### src/rtl/tx_sync_insert_stage_pkg.sv
// Shared constants for the TX sync-insert stage and its receive-side counterpart.
// The blocklock field positions must match on both ends of the link.
package tx_sync_insert_stage_pkg;
  localparam int unsigned WR_WIDTH_DEFAULT    = 48;
  localparam int unsigned SYNC_PERIOD_DEFAULT = 1024;
  localparam int unsigned SYNC_BIT            = WR_WIDTH_DEFAULT - 1;
  localparam int unsigned BLOCKLOCK_LSB       = 0;
  localparam int unsigned BLOCKLOCK_MSB       = 3;
  localparam int unsigned BLOCKLOCK_W         = BLOCKLOCK_MSB - BLOCKLOCK_LSB + 1;

  typedef enum logic [1:0] {
    PUSH_NONE,
    PUSH_SYNC,
    PUSH_DATA
  } push_kind_e;
endpackage

### src/rtl/tx_sync_insert_stage_scheduler.sv
// Decides when a sync word is due: periodic data-word count or a change in local block lock.
module tx_sync_scheduler
  import tx_sync_insert_stage_pkg::*;
#(
  parameter int unsigned SYNC_PERIOD = SYNC_PERIOD_DEFAULT
) (
  input  logic                   clock,
  input  logic                   reset,
  input  logic                   in_enable,
  input  logic [BLOCKLOCK_W-1:0] in_blocklock_local,
  input  logic                   sync_pushed,
  input  logic                   data_pushed,
  output logic                   sync_pending
);
  localparam int unsigned CNT_W = $clog2(SYNC_PERIOD + 1);
  localparam logic [CNT_W-1:0] CNT_MAX = CNT_W'(SYNC_PERIOD);

  logic [CNT_W-1:0]       data_cnt;
  logic [CNT_W-1:0]       data_cnt_next;
  logic [BLOCKLOCK_W-1:0] blocklock_sent;
  logic [BLOCKLOCK_W-1:0] blocklock_sent_next;
  logic                   sync_pending_next;

  always_comb begin
    data_cnt_next       = data_cnt;
    blocklock_sent_next = blocklock_sent;
    if (sync_pushed) begin
      data_cnt_next       = '0;
      blocklock_sent_next = in_blocklock_local;
    end else if (data_pushed && (data_cnt != CNT_MAX)) begin
      data_cnt_next = data_cnt + 1'b1;
    end
    // Comparing against the post-update value re-arms a sync if lock moves right after one.
    sync_pending_next = (data_cnt_next == CNT_MAX)
                      | (in_blocklock_local != blocklock_sent_next)
                      | (sync_pending & ~sync_pushed);
  end

  always_ff @(posedge clock) begin
    if (reset) begin
      data_cnt       <= '0;
      blocklock_sent <= '0;
      sync_pending   <= 1'b1;
    end else if (in_enable) begin
      data_cnt       <= data_cnt_next;
      blocklock_sent <= blocklock_sent_next;
      sync_pending   <= sync_pending_next;
    end
  end
endmodule

### src/rtl/tx_sync_insert_stage.sv
// Tags payload words with a sync flag and interleaves blocklock sync words into the TX FIFO.
// Sync words always win over data; the source is stalled while one is pending.
module tx_sync_insert_stage
  import tx_sync_insert_stage_pkg::*;
#(
  parameter int unsigned WR_WIDTH    = WR_WIDTH_DEFAULT,
  parameter int unsigned SYNC_PERIOD = SYNC_PERIOD_DEFAULT
) (
  input  logic                   clock,
  input  logic                   reset,
  input  logic                   in_enable,
  input  logic [BLOCKLOCK_W-1:0] in_blocklock_local,
  input  logic                   data_valid_src,
  input  logic [WR_WIDTH-2:0]    data_src,
  output logic                   canpush_src,
  input  logic                   canpush_fifo,
  output logic                   push_fifo,
  output logic [WR_WIDTH-1:0]    data_fifo,
  output logic                   out_sync_sent
);
  logic                sync_pending;
  push_kind_e          push_kind;
  logic [WR_WIDTH-1:0] sync_word;

  assign canpush_src = in_enable & canpush_fifo & ~sync_pending;

  always_comb begin
    push_kind = PUSH_NONE;
    if (in_enable) begin
      if (sync_pending && canpush_fifo) begin
        push_kind = PUSH_SYNC;
      end else if (data_valid_src && canpush_src) begin
        push_kind = PUSH_DATA;
      end
    end
  end

  always_comb begin
    sync_word                              = '0;
    sync_word[WR_WIDTH-1]                  = 1'b1;
    sync_word[BLOCKLOCK_MSB:BLOCKLOCK_LSB] = in_blocklock_local;
  end

  // Strobes clear whenever nothing is pushed, including in_enable=0, so a word is never written twice.
  always_ff @(posedge clock) begin
    if (reset) begin
      push_fifo     <= 1'b0;
      data_fifo     <= '0;
      out_sync_sent <= 1'b0;
    end else begin
      push_fifo     <= 1'b0;
      out_sync_sent <= 1'b0;
      case (push_kind)
        PUSH_SYNC: begin
          push_fifo     <= 1'b1;
          data_fifo     <= sync_word;
          out_sync_sent <= 1'b1;
        end
        PUSH_DATA: begin
          push_fifo <= 1'b1;
          data_fifo <= {1'b0, data_src};
        end
        default: ;
      endcase
    end
  end

  tx_sync_scheduler #(
    .SYNC_PERIOD(SYNC_PERIOD)
  ) u_scheduler (
    .clock              (clock),
    .reset              (reset),
    .in_enable          (in_enable),
    .in_blocklock_local (in_blocklock_local),
    .sync_pushed        (push_kind == PUSH_SYNC),
    .data_pushed        (push_kind == PUSH_DATA),
    .sync_pending       (sync_pending)
  );
endmodule

### config.mk
export PLATFORM = sky130hd
export DESIGN_NAME = tx_sync_insert_stage
export DESIGN_NICKNAME = d
export VERILOG_FILES = /design/src/rtl/tx_sync_insert_stage_pkg.sv /design/src/rtl/tx_sync_insert_stage_scheduler.sv /design/src/rtl/tx_sync_insert_stage.sv
export SDC_FILE = /design/constraint.sdc
export NUM_CORES = 1
export LEC_CHECK = 0
export BUFFER_PORTS_ARGS = -buffer_cell sky130_fd_sc_hd__buf_2
export CORE_UTILIZATION = 51
export DETAILED_ROUTE_END_ITERATION = 10
export PLACE_DENSITY_LB_ADDON = 0.08
export SLEW_MARGIN = 10
export SYNTH_ARGS = -nofsm -noshare
export SYNTH_HDL_FRONTEND = slang
export SYNTH_SLANG_ARGS = --single-unit
### constraint.sdc
create_clock -name clock -period 5.5 [get_ports clock]
set_clock_uncertainty 0.1 [all_clocks]
set_input_delay 0.275 -clock clock [delete_from_list [all_inputs] [get_ports clock]]
set_output_delay 0.275 -clock clock [all_outputs]
set_load 0.1 [all_outputs]
**Word level (Yosys, flattened, before mapping)**

Cells that the tools add are included.

- Register bits after elaboration: 66
- Latch bits: 0
- Memory bits (writable): 0
- ROM bits: 0
- Word-level logic and storage cells: 33
- Memories: 0

- $add $sub $neg: 1
- Multiply operators: 0
- Divide/modulo/power cells: 0
- Magnitude comparators: 0
- Equal/unequal tests: 5
- Shift operators: 0
- Muxes and demuxes: 9
- Bitwise gates (word level): 7
- Reduce and logical (&&, ||, !) cells: 5

Operator list:

| operator | count |
|---|---|
| $pmux 48 s2 | 1 |
| $mux 11 | 2 |
| $add 11x1->11 const B | 1 |
| $eq 11x11->1 const B | 1 |
| $ne 11x11->1 const B | 1 |
| $mux 2 | 3 |
| $mux 4 | 1 |
| $ne 4x4->1 | 1 |
| $and 1x1->1 | 3 |
| $logic_and 1x1->1 | 3 |
| $eq 2x1->1 const B | 1 |
| $eq 2x2->1 const B | 1 |
| $mux 1 | 2 |
| $not 1->1 | 2 |
| $or 1x1->1 | 2 |
| $reduce_bool 2->1 | 1 |
| $reduce_or 2->1 | 1 |

**Logic depth before layout (Yosys ltp)**

- Word-level depth: 13
- Depth in mapped cells: 7
- Gate-level depth less buffers: 7

**Cells and area by module**

A second synthesis with hierarchy kept.

- Cells, all modules: 263
- Area total of the unflattened synthesis: 2681.3 um^2

By module, submodules not included:

| module | times used | cells an instance | area each (um^2) | seq. area each (um^2) |
|---|---|---|---|---|
| tx_sync_insert_stage | 1 | 122 | 1614.0 | 1001.0 |
| tx_sync_scheduler | 1 | 141 | 1067.3 | 320.3 |

**Least setup slack after synthesis**

No wires, ideal clock.

- Path kind: register to register
- Start: register u_scheduler.data_cnt[3]
- End: register u_scheduler.sync_pending
- Arrival: 1940 ps
- Required time: 5276 ps
- Setup slack: 3336 ps
- Stages on the path, launching flop included: 7
- Path buffers: 1
- Cell sequence: dfxtp_1 -> buf_6 -> or4b_4 -> or4b_4 -> o21ai_0 -> a2111o_1 -> o31ai_2

- Word-level cells in the longest chain between the ends: 7
- Elaborated cells between the ends (all ways): 8

Ends and longest elaborated chain:

| element | line | RTL |
|---|---|---|
| start, declared | tx_sync_insert_stage_scheduler.sv:18 | `logic [CNT_W-1:0] data_cnt;` |
| start signal, assigned | tx_sync_insert_stage_scheduler.sv:45 | `data_cnt <= data_cnt_next;` |
| branches (longest 2 deep; another with $add 11x1->11) | - |  |
| $mux 11 (*) | tx_sync_insert_stage_scheduler.sv:30 | `end else if (data_pushed && (data_cnt != CNT_MAX)) begin` |
| $mux 11 (*) | tx_sync_insert_stage_scheduler.sv:27 | `if (sync_pushed) begin` |
| $eq 11x11->1 (*) | tx_sync_insert_stage_scheduler.sv:34 | `sync_pending_next = (data_cnt_next == CNT_MAX)` |
| $or 1x1->1 (*) | tx_sync_insert_stage_scheduler.sv:35 | `\| (in_blocklock_local != blocklock_sent_next)` |
| $or 1x1->1 (*) | tx_sync_insert_stage_scheduler.sv:36 | `\| (sync_pending & ~sync_pushed);` |
| end signal, assigned | tx_sync_insert_stage_scheduler.sv:47 | `sync_pending <= sync_pending_next;` |
| end, declared | tx_sync_insert_stage_scheduler.sv:13 | `output logic sync_pending` |

Mark *: on every way between the ends.
A chain may end at the register's enable or synchronous reset.

**Worst setup path after layout**

- Start: register u_scheduler.sync_pending
- End: register data_fifo[37]

- Word-level cells in the longest chain between the ends: 8
- Elaborated cells between the ends (all ways): 11

Ends and longest elaborated chain:

| element | line | RTL |
|---|---|---|
| $not 1->1 | tx_sync_insert_stage.sv:25 | `assign canpush_src = in_enable & canpush_fifo & ~sync_pending;` |
| $and 1x1->1 | tx_sync_insert_stage.sv:25 |  |
| $logic_and 1x1->1 | tx_sync_insert_stage.sv:32 | `end else if (data_valid_src && canpush_src) begin` |
| $mux 2 | tx_sync_insert_stage.sv:32 |  |
| $mux 2 (*) | tx_sync_insert_stage.sv:30 | `if (sync_pending && canpush_fifo) begin` |
| $mux 2 (*) | tx_sync_insert_stage.sv:29 | `if (in_enable) begin` |
| $eq 2x2->1 or $eq 2x1->1 (tied branches) | tx_sync_insert_stage.sv:53 | `case (push_kind)` |
| $pmux 48 s2 or $reduce_bool 2->1 (tied branches) | - |  |
| end signal, assigned | tx_sync_insert_stage.sv:56 | `data_fifo <= sync_word;` |
| end signal, assigned | tx_sync_insert_stage.sv:61 | `data_fifo <= {1'b0, data_src};` |
| end, declared | tx_sync_insert_stage.sv:18 | `output logic [WR_WIDTH-1:0] data_fifo,` |

Every way passes the cells marked *; elsewhere a longest branch is shown, timed or not.

==> impl.org <==
** Run status
- Result of the run :: finished clean

** Power
- In this run the static leakage power is about 1.4 nW.
- Total net switching power :: 0.000267 W
- Sequential cells account for a little under 50% of the total power.
- Total power density per cell area :: 298 nW/um^2
- Of the total power, the clock network draws 41.3%.
- Across the VDD grid, the largest voltage drop is 0.210 mV.
- Int Pwr :: between 0.0007 and 0.0008 W
- Switching share of power :: 26.7%
- Combinational cells account for 9.9% of the total power.

** Synthesis
- After synthesis, the netlist uses 39 different library cells.
- Synth Instances :: 293
- Post-synthesis mux area share :: 0.427%
- Post-Synth Simple-Gate Area :: about 21%
- The top cell type by area accounts for between 50% and 60% of the synthesized area.
- Average cell area after synthesis :: 9.01 um^2
- The largest total area in the synthesized netlist belongs to dfxtp_1.
- Summing the areas of all compound-gate instances in the mapped netlist gives between 10% and 20% of the synthesized area.
- The synthesized netlist occupies a cell area of 2640 um^2.
- Count of state elements after synthesis :: 66
- The most used flip-flop cell after synthesis is dfxtp_1.
- After synthesis, flip-flops and latches occupy 50.1% of the total area.
- After synthesis, the cell types taking the most area are dfxtp_1 50%, a22oi_1 12%, nor2_1 8.0%, xnor2_1 3.3%, nand2_1 3.3%.
- Yosys printed 0 warnings.
- Synthesized-area fraction occupied by xor and xnor cells :: 3.32%
- Number of enable-type register cells in the synthesized netlist :: 0
- Post-synth net total :: ~350
- Of all flip-flops after synthesis, the portion carrying an async set or reset was 0%.
- Main combinational cell family by area after synthesis :: simple AND/OR/NAND/NOR gates
- Summing the areas of all fa, ha and maj instances in the mapped netlist gives 0.948% of the synthesized area.

** Timing
- Slew @ Worst Pin :: around 1.1 ns
- Number of hold-slack violations in the final timing report :: 0
- Setup TNS :: 0 ns
- Highest clock frequency the design can meet :: 0.422 GHz
- Worst slew margin relative to its limit :: 29.0%
- Share of the clock period used by the worst path :: 43.0%
- Total setup violations reported at the end of the flow :: 0
- Fin crit period :: 2.37 ns
- The number of max-slew violations in the final report came to 0.
- Unrepaired setup endpoints after global routing :: no
- Crit path setup slack, layout :: between 3 and 4 ns

** Setup path
- Counting both buffers and inverters, the worst setup path holds a total of 1.
- Grouping stages by cell kind, the critical path spends the most delay in simple AND/OR/NAND/NOR gates.
- The critical path in this run is classified as flip-flop to flip-flop.
- The worst setup path is captured at a flip-flop.
- On the critical path, the stage with the largest delay is an instance of nor2_4.
- Critical path cell sequence :: and4b_2 > buf_4 > nor2_4 > a22oi_1 > nor2_1
- Of all nets on the critical path, the largest fanout is 56.
- Max incr delay on CP :: 0.90 ns
- STA puts the critical path data required time at 5.66 ns.
- Data arrival at the endpoint of the critical path :: 2.53 ns
- STA classifies the critical path startpoint as a flip-flop.

** Global routing
- Largest net degree at the start of global routing :: between 60 and 70
- In the global route stage, overall resource usage came out at between 20% and 30%.
- Overflow after GRT :: 0
- Via count of the first global-routing pass :: 2185
- Antenna violations before repair :: 0
- Global-route wire length before repair :: 9.71 mm

** Clocking
- Root cell of the clock tree :: clkbuf_8
- Clock tree from TritonCTS :: done
- Total CTS buffers :: 9
- The clock passes through at most 2 buffers.
- In this run, post-CTS hold repair placed 0 buffers.
- The H-tree generated during clock tree synthesis spans 3 levels.
- Clock transition at path regs :: around 0.080 ns
- The number of setup buffers added after CTS is 0.
- In this run, post-CTS repair resized a total of 0 instances.
- Clock net sink count :: 66
- The clock reaches the later pin of the worst-skew pair after approximately 0.33 ns.

** Die
- Die width :: 73.9 um
- The initialized floorplan defines 25 standard-cell rows.
- Floorplan die area :: 5470 um^2
- Y dimension of the die :: between 70 and 80 um
- For this configuration, the core starts out at a cell density of 54.4%.
- Boundary Pins :: 107
- The core region is between 4000 and 5000 um^2.

** Placement
- Routability-driven placement finished with a final weighted congestion of about 0.9.
- PortBufs :: 106
- Worst slack at placement :: about 3.1 ns
- Half-perimeter wire length of the detailed placement result :: 3.93 mm

** Cells and area
- The area growth from synthesis to layout is 27.3%.
- After the last flow step, the layout net total stands at around 450.
- The repair_antennas step left the layout with diodes totalling 0.
- Of the cells placed in the final design, the portion with a size suffix greater than 1 is 33.9%.

** Routing
- Routed length per placed instance :: ~13 um
- The pre-antenna-repair detailed-routing pass consisted of 4 iterations.
- Number of vias per cell after detailed routing :: ~5.3
- Detailed-route via count :: 2431
- DRC Markers :: 0
- In this run the remaining antenna-violating nets after routing total 0.
- For this block, the initial DRC count from the detailed router was 133.
- Detailed Route WL :: 6.19 mm

** Flow run
- Number of max-capacitance violations reported :: 0

** Worst hold path
- The worst hold path belongs to the class primary input to flip-flop.
==> cells in the final DEF (no fill, tap or decap), types with 2 or more instances in the layout <==
| cell type | netlist | routed |
|---|---|---|
| buf_2 | 0 | 106 |
| dfxtp_1 | 66 | 66 |
| nor2_1 | 56 | 55 |
| a22oi_1 | 43 | 43 |
| nand2_1 | 23 | 23 |
| xnor2_1 | 10 | 10 |
| clkbuf_8 | 2 | 10 |
| nand3_1 | 9 | 9 |
| a21oi_1 | 9 | 9 |
| nor3_1 | 8 | 8 |
| a31oi_1 | 6 | 6 |
| inv_1 | 4 | 4 |
| and3_1 | 3 | 3 |
| o21ai_0 | 3 | 3 |
| and4b_2 | 2 | 2 |
| nand4b_1 | 2 | 2 |
| nor3b_1 | 2 | 2 |
| or3_1 | 2 | 2 |
| or4b_4 | 2 | 2 |
| o211ai_1 | 2 | 2 |
| nand4_1 | 2 | 2 |
| ha_1 | 2 | 2 |
| clkinv_2 | 0 | 2 |
| buf_4 | 0 | 2 |
==> worst register-to-register path, delay by kind of cell (launching register included) <==
kind / cells / cell delay, ns
AO/OA/AOI/OAI: 1 / 0.18
buffers and inverters: 1 / 0.29
flip-flops: 1 / 0.41
AND/OR/NAND/NOR: 3 / 1.31
==> cells by family after synthesis <==
family	after synthesis
simple gates	116
compound gates	72
flops	66
buf+inv	26
xor+xnor	10
fa+ha+maj	2
mux	1
==> synth_stat cells (2+ instances only) <==
cell type and instances:
dfxtp_1 66, nor2_1 56, a22oi_1 43, nand2_1 23, clkbuf_1 17, xnor2_1 10
a21oi_1 9, nand3_1 9, nor3_1 8, a31oi_1 6, inv_1 4, and3_1 3
o21ai_0 3, and4b_2 2, buf_6 2, clkbuf_8 2, ha_1 2, nand4_1 2
nand4b_1 2, nor3b_1 2, o211ai_1 2, or3_1 2, or4b_4 2
==> per-layer routing <==
metal	share of wire, %	GRT usage [%]
met5	0	0
met4	1.3	9.19
met3	5.9	7.99
met1	48	29.8
met2	45	35.6
==> power groups by stage <==
stage | Clock (W) | Sequential [W] | Combinational (W)
global route | 0.000442 | 0.000489 | 0.000106
detailed placement | 0 | 0.000499 | 0.0000995
global placement | 0 | 0.000499 | 0.0000990
CTS | 0.000418 | 0.000488 | 0.0000995
finish | 0.000413 | 0.000489 | 0.0000995
floorplan | 0 | 0.000536 | 0.0000325
==> stage by stage <==
stage | instance area (um^2) | utilization (%) | total power [W] | instances | hold WS, ns
2_1_floorplan | 2640 | - | 0.000569 | 293 | 0.327
3_3_place_gp | 3160 | 65.1 | 0.000598 | 446 | 0.355
3_5_place_dp | 3160 | 65.1 | 0.000599 | 446 | 0.363
4_1_cts | 3360 | 69.3 | 0.00101 | 462 | 0.0757
5_1_grt | 3360 | 69.3 | 0.00104 | 462 | 0.0807
6_report | 3360 | 69.3 | 0.00100 | 462 | 0.0839
==> sequential cells by signal (all words and copies together), names as in the netlist <==
| name | count |
|---|---|
| u_scheduler.sync_pending | 1 |
| u_scheduler.blocklock_sent | 4 |
| u_scheduler.data_cnt | 11 |
| push_fifo | 1 |
| data_fifo | 48 |
| out_sync_sent | 1 |
==> worst paths after layout <==
kind	startpoint	depth (start not counted)	endpoint	slack, ns
worst min-delay path	data_src[38]	3	data_fifo[38]	0.08
worst max-delay path	u_scheduler.sync_pending	5	data_fifo[37]	3.13
worst max register to register	u_scheduler.sync_pending	5	data_fifo[37]	3.13
worst min register to register	u_scheduler.blocklock_sent[1]	2	u_scheduler.blocklock_sent[1]	0.37
==> area by class of cell <==
class / instances / area [um^2]
fillers: 377 / 1490
flip-flops and latches: 66 / 1320
multi-input cells: 201 / 1190
repair buffers: 108 / 546
clock buffers: 10 / 138
well taps: 67 / 83.8
clock inverters: 6 / 65.1
inverters: 4 / 15.0
(Power assumes the default switching activity.)
